===== src/rtl/demux8_tdm_rx.sv =====
//------------------------------------------------------------------------------
// Module      : demux8_tdm_rx
// Description : 1-bit TDM serial stream to 8-lane parallel word, sof-aligned,
//               with idle timeout and premature-restart error reporting.
//               Optional even-parity slot: define DEMUX8_PARITY_CHECK_EN.
// Revision    : 1.0 - initial release
//------------------------------------------------------------------------------
`default_nettype none

module demux8_tdm_rx #(
    parameter int TIMEOUT = 15
) (
    input  logic       clk,
    input  logic       rst,
    input  logic       din,
    input  logic       din_valid,
    input  logic       sof,
    output logic [7:0] dout,
    output logic       dout_valid,
    output logic [2:0] slot,
    output logic       busy,
    output logic       frame_err
);

    localparam int c_GAP_W = $clog2(TIMEOUT + 1);
    localparam logic [c_GAP_W-1:0] c_GAP_LAST = c_GAP_W'(TIMEOUT - 1);
    localparam logic [c_GAP_W-1:0] c_GAP_ONE  = c_GAP_W'(1);

`ifdef DEMUX8_PARITY_CHECK_EN
    localparam int c_SLOT_W = 4;
`else
    localparam int c_SLOT_W = 3;
`endif
    localparam logic [c_SLOT_W-1:0] c_SLOT_LAST = c_SLOT_W'(7);
    localparam logic [c_SLOT_W-1:0] c_SLOT_ONE  = c_SLOT_W'(1);

    localparam logic [0:0] c_IDLE    = 1'b0;
    localparam logic [0:0] c_COLLECT = 1'b1;

    logic [0:0]          r_state;
    logic [c_SLOT_W-1:0] r_slot;
    logic [7:0]          r_shift;
    logic [c_GAP_W-1:0]  r_gap;
    logic [7:0]          r_dout;
    logic                r_dout_valid;
    logic                r_frame_err;

    always_ff @(posedge clk) begin
        if (rst) begin
            r_state      <= c_IDLE;
            r_slot       <= '0;
            r_shift      <= '0;
            r_gap        <= '0;
            r_dout       <= '0;
            r_dout_valid <= 1'b0;
            r_frame_err  <= 1'b0;
        end else begin
            r_dout_valid <= 1'b0;
            r_frame_err  <= 1'b0;
            if (din_valid && sof) begin
                // A sof while collecting abandons the partial frame.
                r_frame_err <= (r_state == c_COLLECT);
                r_state     <= c_COLLECT;
                r_shift     <= {7'b0, din};
                r_slot      <= c_SLOT_ONE;
                r_gap       <= '0;
            end else if (r_state == c_COLLECT) begin
                if (din_valid) begin
                    r_gap <= '0;
`ifdef DEMUX8_PARITY_CHECK_EN
                    if (r_slot[3]) begin
                        if ((^r_shift) ^ din) begin
                            r_frame_err <= 1'b1;
                        end else begin
                            r_dout       <= r_shift;
                            r_dout_valid <= 1'b1;
                        end
                        r_state <= c_IDLE;
                        r_slot  <= '0;
                        r_shift <= '0;
                    end else begin
                        r_shift[r_slot[2:0]] <= din;
                        r_slot               <= r_slot + c_SLOT_ONE;
                    end
`else
                    if (r_slot == c_SLOT_LAST) begin
                        r_dout       <= {din, r_shift[6:0]};
                        r_dout_valid <= 1'b1;
                        r_state      <= c_IDLE;
                        r_slot       <= '0;
                        r_shift      <= '0;
                    end else begin
                        r_shift[r_slot[2:0]] <= din;
                        r_slot               <= r_slot + c_SLOT_ONE;
                    end
`endif
                end else if (r_gap == c_GAP_LAST) begin
                    r_frame_err <= 1'b1;
                    r_state     <= c_IDLE;
                    r_slot      <= '0;
                    r_shift     <= '0;
                    r_gap       <= '0;
                end else begin
                    r_gap <= r_gap + c_GAP_ONE;
                end
            end
        end
    end

    assign dout       = r_dout;
    assign dout_valid = r_dout_valid;
    assign frame_err  = r_frame_err;
    assign busy       = (r_state == c_COLLECT);
`ifdef DEMUX8_PARITY_CHECK_EN
    // The parity slot is not a lane, so the port reads 0 while it is pending.
    assign slot = r_slot[3] ? 3'd0 : r_slot[2:0];
`else
    assign slot = r_slot;
`endif

endmodule

`default_nettype wire


===== config.mk =====
export PLATFORM = sky130hd
export DESIGN_NAME = demux8_tdm_rx
export DESIGN_NICKNAME = d
export VERILOG_FILES = /design/src/rtl/demux8_tdm_rx.sv
export SDC_FILE = /design/constraint.sdc
export NUM_CORES = 1
export LEC_CHECK = 0
export CAP_MARGIN = 40
export CORE_AREA = 2 2 53 55
export DETAILED_ROUTE_END_ITERATION = 10
export DIE_AREA = 0 0 55 57
export PLACE_DENSITY_LB_ADDON = 0.15
export SLEW_MARGIN = 25
export SYNTH_ARGS = -nofsm -noshare
export SYNTH_HDL_FRONTEND = slang
export SYNTH_SLANG_ARGS = --single-unit
export TNS_END_PERCENT = 100

===== constraint.sdc =====
create_clock -name clk -period 2 [get_ports clk]
set_input_delay 0.4 -clock clk [delete_from_list [all_inputs] [get_ports clk]]
set_output_delay 0.4 -clock clk [all_outputs]
set_load 0.02 [all_outputs]

* Word-level counts from Yosys, hierarchy flattened
Cells that the tools add are included.
** Cells by class
- $add $sub $neg :: 2
- $lt $le $gt $ge :: 2
- Bitwise gates (word level) :: 3
- Reduce and logical (&&, ||, !) cells :: 10
- Equal/unequal tests :: 2
- Mux-type cells :: 25
** Operators with widths (count)
- $mux 8 :: 3
- $mux 1 :: 15
- $mux 3 :: 3
- $bwmux 8 :: 1
- $mux 4 :: 2
- $add 4x1->4 const B :: 1
- $eq 4x4->1 const B :: 1
- $lt 3x4->1 const B :: 1
- $reduce_and 2->1 :: 2
- $reduce_and 4->1 :: 1
- $reduce_bool 2->1 :: 2
- $reduce_or 4->1 :: 1
- $add 3x1->3 const B :: 1
- $demux 1 s3 :: 1
- $eq 3x3->1 const B :: 1
- $ge 3x1->1 const B :: 1
- $not 1->1 :: 3
- $reduce_bool 3->1 :: 1
- $logic_and 1x1->1 :: 2
- $reduce_or 2->1 :: 1
** Storage, ports and cells
- Word-level logic and storage cells :: 53
- Register bits :: 26
- Output and inout port bits :: 14
- Bits of input ports :: 5

* Depth between registers and ports, before layout
- Depth after elaboration :: 9
- Depth in mapped cells :: 7
- Mapped depth without buffers :: 5

* Least setup slack after synthesis
Ideal clock, no wire load.
- Path kind :: register to register
- From :: register r_slot[0], in the netlist slot[0]
- To :: register r_shift[0]
- Clock period less this slack :: 1.722 ns
- Stages on the path, launching flop included :: 7
- Arrival :: 1.654 ns
- Data required time :: 1.932 ns
- Library setup time :: 0.068 ns
- Path slack :: 0.278 ns
- Path buffers :: 1
- Path through :: dfxtp_1 ha_1 ha_1 buf_2 or4b_4 o221ai_2 o2bb2ai_2
** On the way
- Cells in the longest elaborated chain, start to end :: 9
- Elaborated cells between the ends (all ways) :: 11
- Those cells by class :: 2 x order compare; 1 x eq/ne; 7 x mux; 1 x reduce/logical
** RTL lines
- start, declared :: RTL line 41 : logic [c_SLOT_W-1:0] r_slot;
- start signal, assigned :: RTL line 65 : r_slot <= c_SLOT_ONE;
- start signal, assigned :: RTL line 94 : r_slot <= r_slot + c_SLOT_ONE;
- $lt 3x4->1 (not written as such) / $ge 3x1->1 (equally long branches) :: RTL line 93 : r_shift[r_slot[2:0]] <= din;
- $logic_and 1x1->1 (not written as such) :: RTL line 93
- $mux 1 (not written as such) :: RTL line 93
- $demux 1 s3 :: RTL line 93
- $bwmux 8 :: RTL line 93
- $mux 8 (*) :: RTL line 86 : if (r_slot == c_SLOT_LAST) begin
- $mux 8 (*) :: RTL line 68 : if (din_valid) begin
- $mux 1 (*) :: RTL line 67 : end else if (r_state == c_COLLECT) begin
- $mux 1 (*) :: RTL line 60 : if (din_valid && sof) begin
- end signal, assigned :: RTL line 64 : r_shift <= {7'b0, din};
- end signal, assigned by index :: RTL line 93
- end, declared :: RTL line 42 : logic [7:0] r_shift;
Every way passes the cells marked *; elsewhere a longest branch is shown, timed or not. The select of a mux whose other input is x is not followed.
A chain may end at the register's enable or synchronous reset.

* Final worst setup path
- From :: register r_slot[1], in the netlist slot[1]
- To :: output slot[1]
** RTL lines
- end, declared :: RTL line 20 : output logic [2:0] slot,
No word-level cell between the ends.

==> reports/metrics.cfg <==
[floorplanning]
core_area_sq_mm=0.00262
core.rowCount=19
die_h_um=57
initial_utilization_pct=47.8
die_w_um=55
io-pin-count=19
die_area_sq_mm=0.00314

[cts]
cts.sinks=25
clk_latency_ns=0.31
ctsRootBufferMaster=clkbuf_4
cts_tree=yes
cts.clk_slew.worst_paths_ns=0.14
cts_max_level=1
post_cts_buffers=0
numCtsBuffers=3
cts_hold_buf=0
ctsResizeCount=0
clockBufferDepth=2

[yosys]
ys_async_sr_fraction_pct=0
synth_nets=152
synth_area_sq_mm=0.00125
synth_seq_cells=25
ys_warn_count=0
synthCells=143
muxShareOfSynthArea_pct=0
avgSynthCellArea_sq_um=8.73
seq_area_frac_synth_pct=40.1
synth_cell_types=40
yosys.area_share.simple_pct=25.1
synth_xor_xnor_area_share_pct=0.701
synth_edf_count=0
synthAdderAreaFrac_pct=4.01
synth_top_family_by_area=simple AND/OR/NAND/NOR gates
ys.flop_type=dfxtp_1
synth-compound-area-share_pct=23.0

[worst_setup_path]
r2r-start=slot[0]
r2r_slack_ns=0.29
cp_cell_sequence=buf_4 > clkdlybuf4s50_1
cp-start-kind=register
startpoint=slot[1]
slowest_stage=clkdlybuf4s50_1
reg2regPathDepth=5
max_stage_delay_ns=0.61
critPathMaxFanout=12
cp_num_buf_inv=2
worstSetupEndpointType=output pin
crit_cells=2
required_ns=1.60
worst-setup-path-type=reg -> out
crit_family=buffers and inverters
rr_endpoint=r_shift[4]
crit_arrival_ns=1.47
endpoint=slot[1]

[placement]
dp.cells=188
place_hpwl_um=2080
numPortBuffers=18
place.gp.congestion=0.804

[final_layout]
final_util_pct=57.1
final_common_cell=dfxtp_1
num_antenna_cells=0
area_growth_pct=19.5
regArea_sq_um=502
multi_input_area_sq_um=659
nets=171
drive_gt1_share_pct=11.8
fill_cells=262
most-common-layout-cells=24 x dfxtp_1, 20 x nand2_1, 18 x clkdlybuf4s50_1, 17 x a21oi_1, 9 x buf_4
final_cells=192

[timing]
period_minus_slack_ns=1.87
skew_ns=0.00527
fmaxAchievable_ghz=0.535
fin_crit_sh_pct=93.5
worst-slew-pin-transition_ns=0.440
drv_slew=0
rsz0062_at_grt=no
tns_ns=0
hold_viol_final=0
slew-limit-headroom_pct=70.5
setup-violations-final=0

[detailed_routing]
wl_per_cell_um=14.1
vias_per_cell=5.77
drtPass1Iterations=4
vias=1107
ant_nets=0
drt_wl_total_um=2710
drt_iter0_markers=20
drc=0

[global_routing]
grt.busiest_layer=met2
grt.overflow.total=0
antenna_found_initial=0
grt_pass1_wl_um=4600
grt_pass1_vias=1071
grt_max_degree=22
grt_usage_pct=19.6
grt_util_met3_pct=2.88
grtUsageMet2_pct=34.0
met1_usage_pct=23.5

[pwr]
finalPower_uw=840
ir_drop_uv=387
powerDensity_mw_per_mm2=563
p_leak_nw=0.504

[outcome]
status=completed

[min_path]
hp-class=reg -> reg

[flow_run]
drv_cap=0

[layout make-up]
cell class,count,share of cell area [%]
Multi-Input combinational cell,100,44.2
Sequential cell,25,33.6
Timing Repair Buffer,27,16.6
Tap cell,31,2.60
Clock buffer,4,1.76
Inverter,5,1.26
[flip-flops by register name, indices dropped and copies added (netlist names)]
signal,count
dout,8
r_shift,7
slot,3
busy,1
r_gap,4
frame_err,1
dout_valid,1
[synth_stat cells (all sizes together) (2+ instances only)]
library cell   n  area [sq um]
dfxtp         25           500
nand2         20          75.1
a21oi         17          85.1
buf            8          51.3
o21ai          7          35.0
clkbuf         5          18.8
inv            5          18.8
nand2b         5          31.3
a32o           4          40.0
ha             4          50.1
nand3          4          20.0
nor3b          4          30.0
o211ai         4          30.0
a31oi          3          25.0
and3b          3          26.3
nand3b         3          22.5
nand4          3          18.8
nor4           2          18.8
[power breakdown]
group / switching [mW] / total, mW / internal, mW
Combinational: 0.0614 / 0.106 / 0.0449
Sequential: 0.00391 / 0.508 / 0.504
Clock: 0.148 / 0.226 / 0.0779
Total: 0.213 / 0.840 / 0.627
[how the worst min path moves through the flow]
stage	start	end	cells past startpoint
3_3_place_gp	dout[2]	dout[2]	2
5_1_grt	dout[5]	dout[5]	2
2_1_floorplan	r_shift[2]	dout[2]	2
6_report	dout[5]	dout[5]	2
3_5_place_dp	r_shift[2]	dout[2]	2
4_1_cts	dout[5]	dout[5]	2
[cell families (layout without fill, tap and decap cells)]
kind of cell    Yosys count  after routing
simple gates             53             53
compound gates           42             42
flops                    25             25
buf+inv                  18             36
fa+ha+maj                 4              4
xor+xnor                  1              1
[worst register-to-register path, cell delays in order, from the launching register on]
cell and delay, ns:
dfxtp_1 0.34, ha_1 0.19, ha_1 0.28, or2_1 0.27, nor4_1 0.40, a32o_1 0.18
[per-layer routing]
metal	vias up	wire length (um)
li1	559	-
met1	527	1200
met2	17	1400
met3	4	74
met4	0	36
met5	-	0
[stage by stage]
| step | hold slack (ns) | instance area [sq um] | setup slack (ns) |
|---|---|---|---|
| 2_1_floorplan | 0.432 | 1250 | 0.278 |
| 3_3_place_gp | 0.442 | 1470 | 0.105 |
| 3_5_place_dp | 0.451 | 1470 | 0.0737 |
| 4_1_cts | 0.469 | 1490 | 0.0673 |
| 5_1_grt | 0.485 | 1490 | 0.0605 |
| 6_report | 0.468 | 1490 | 0.130 |
Note: power is estimated with default switching activity, not from simulation.
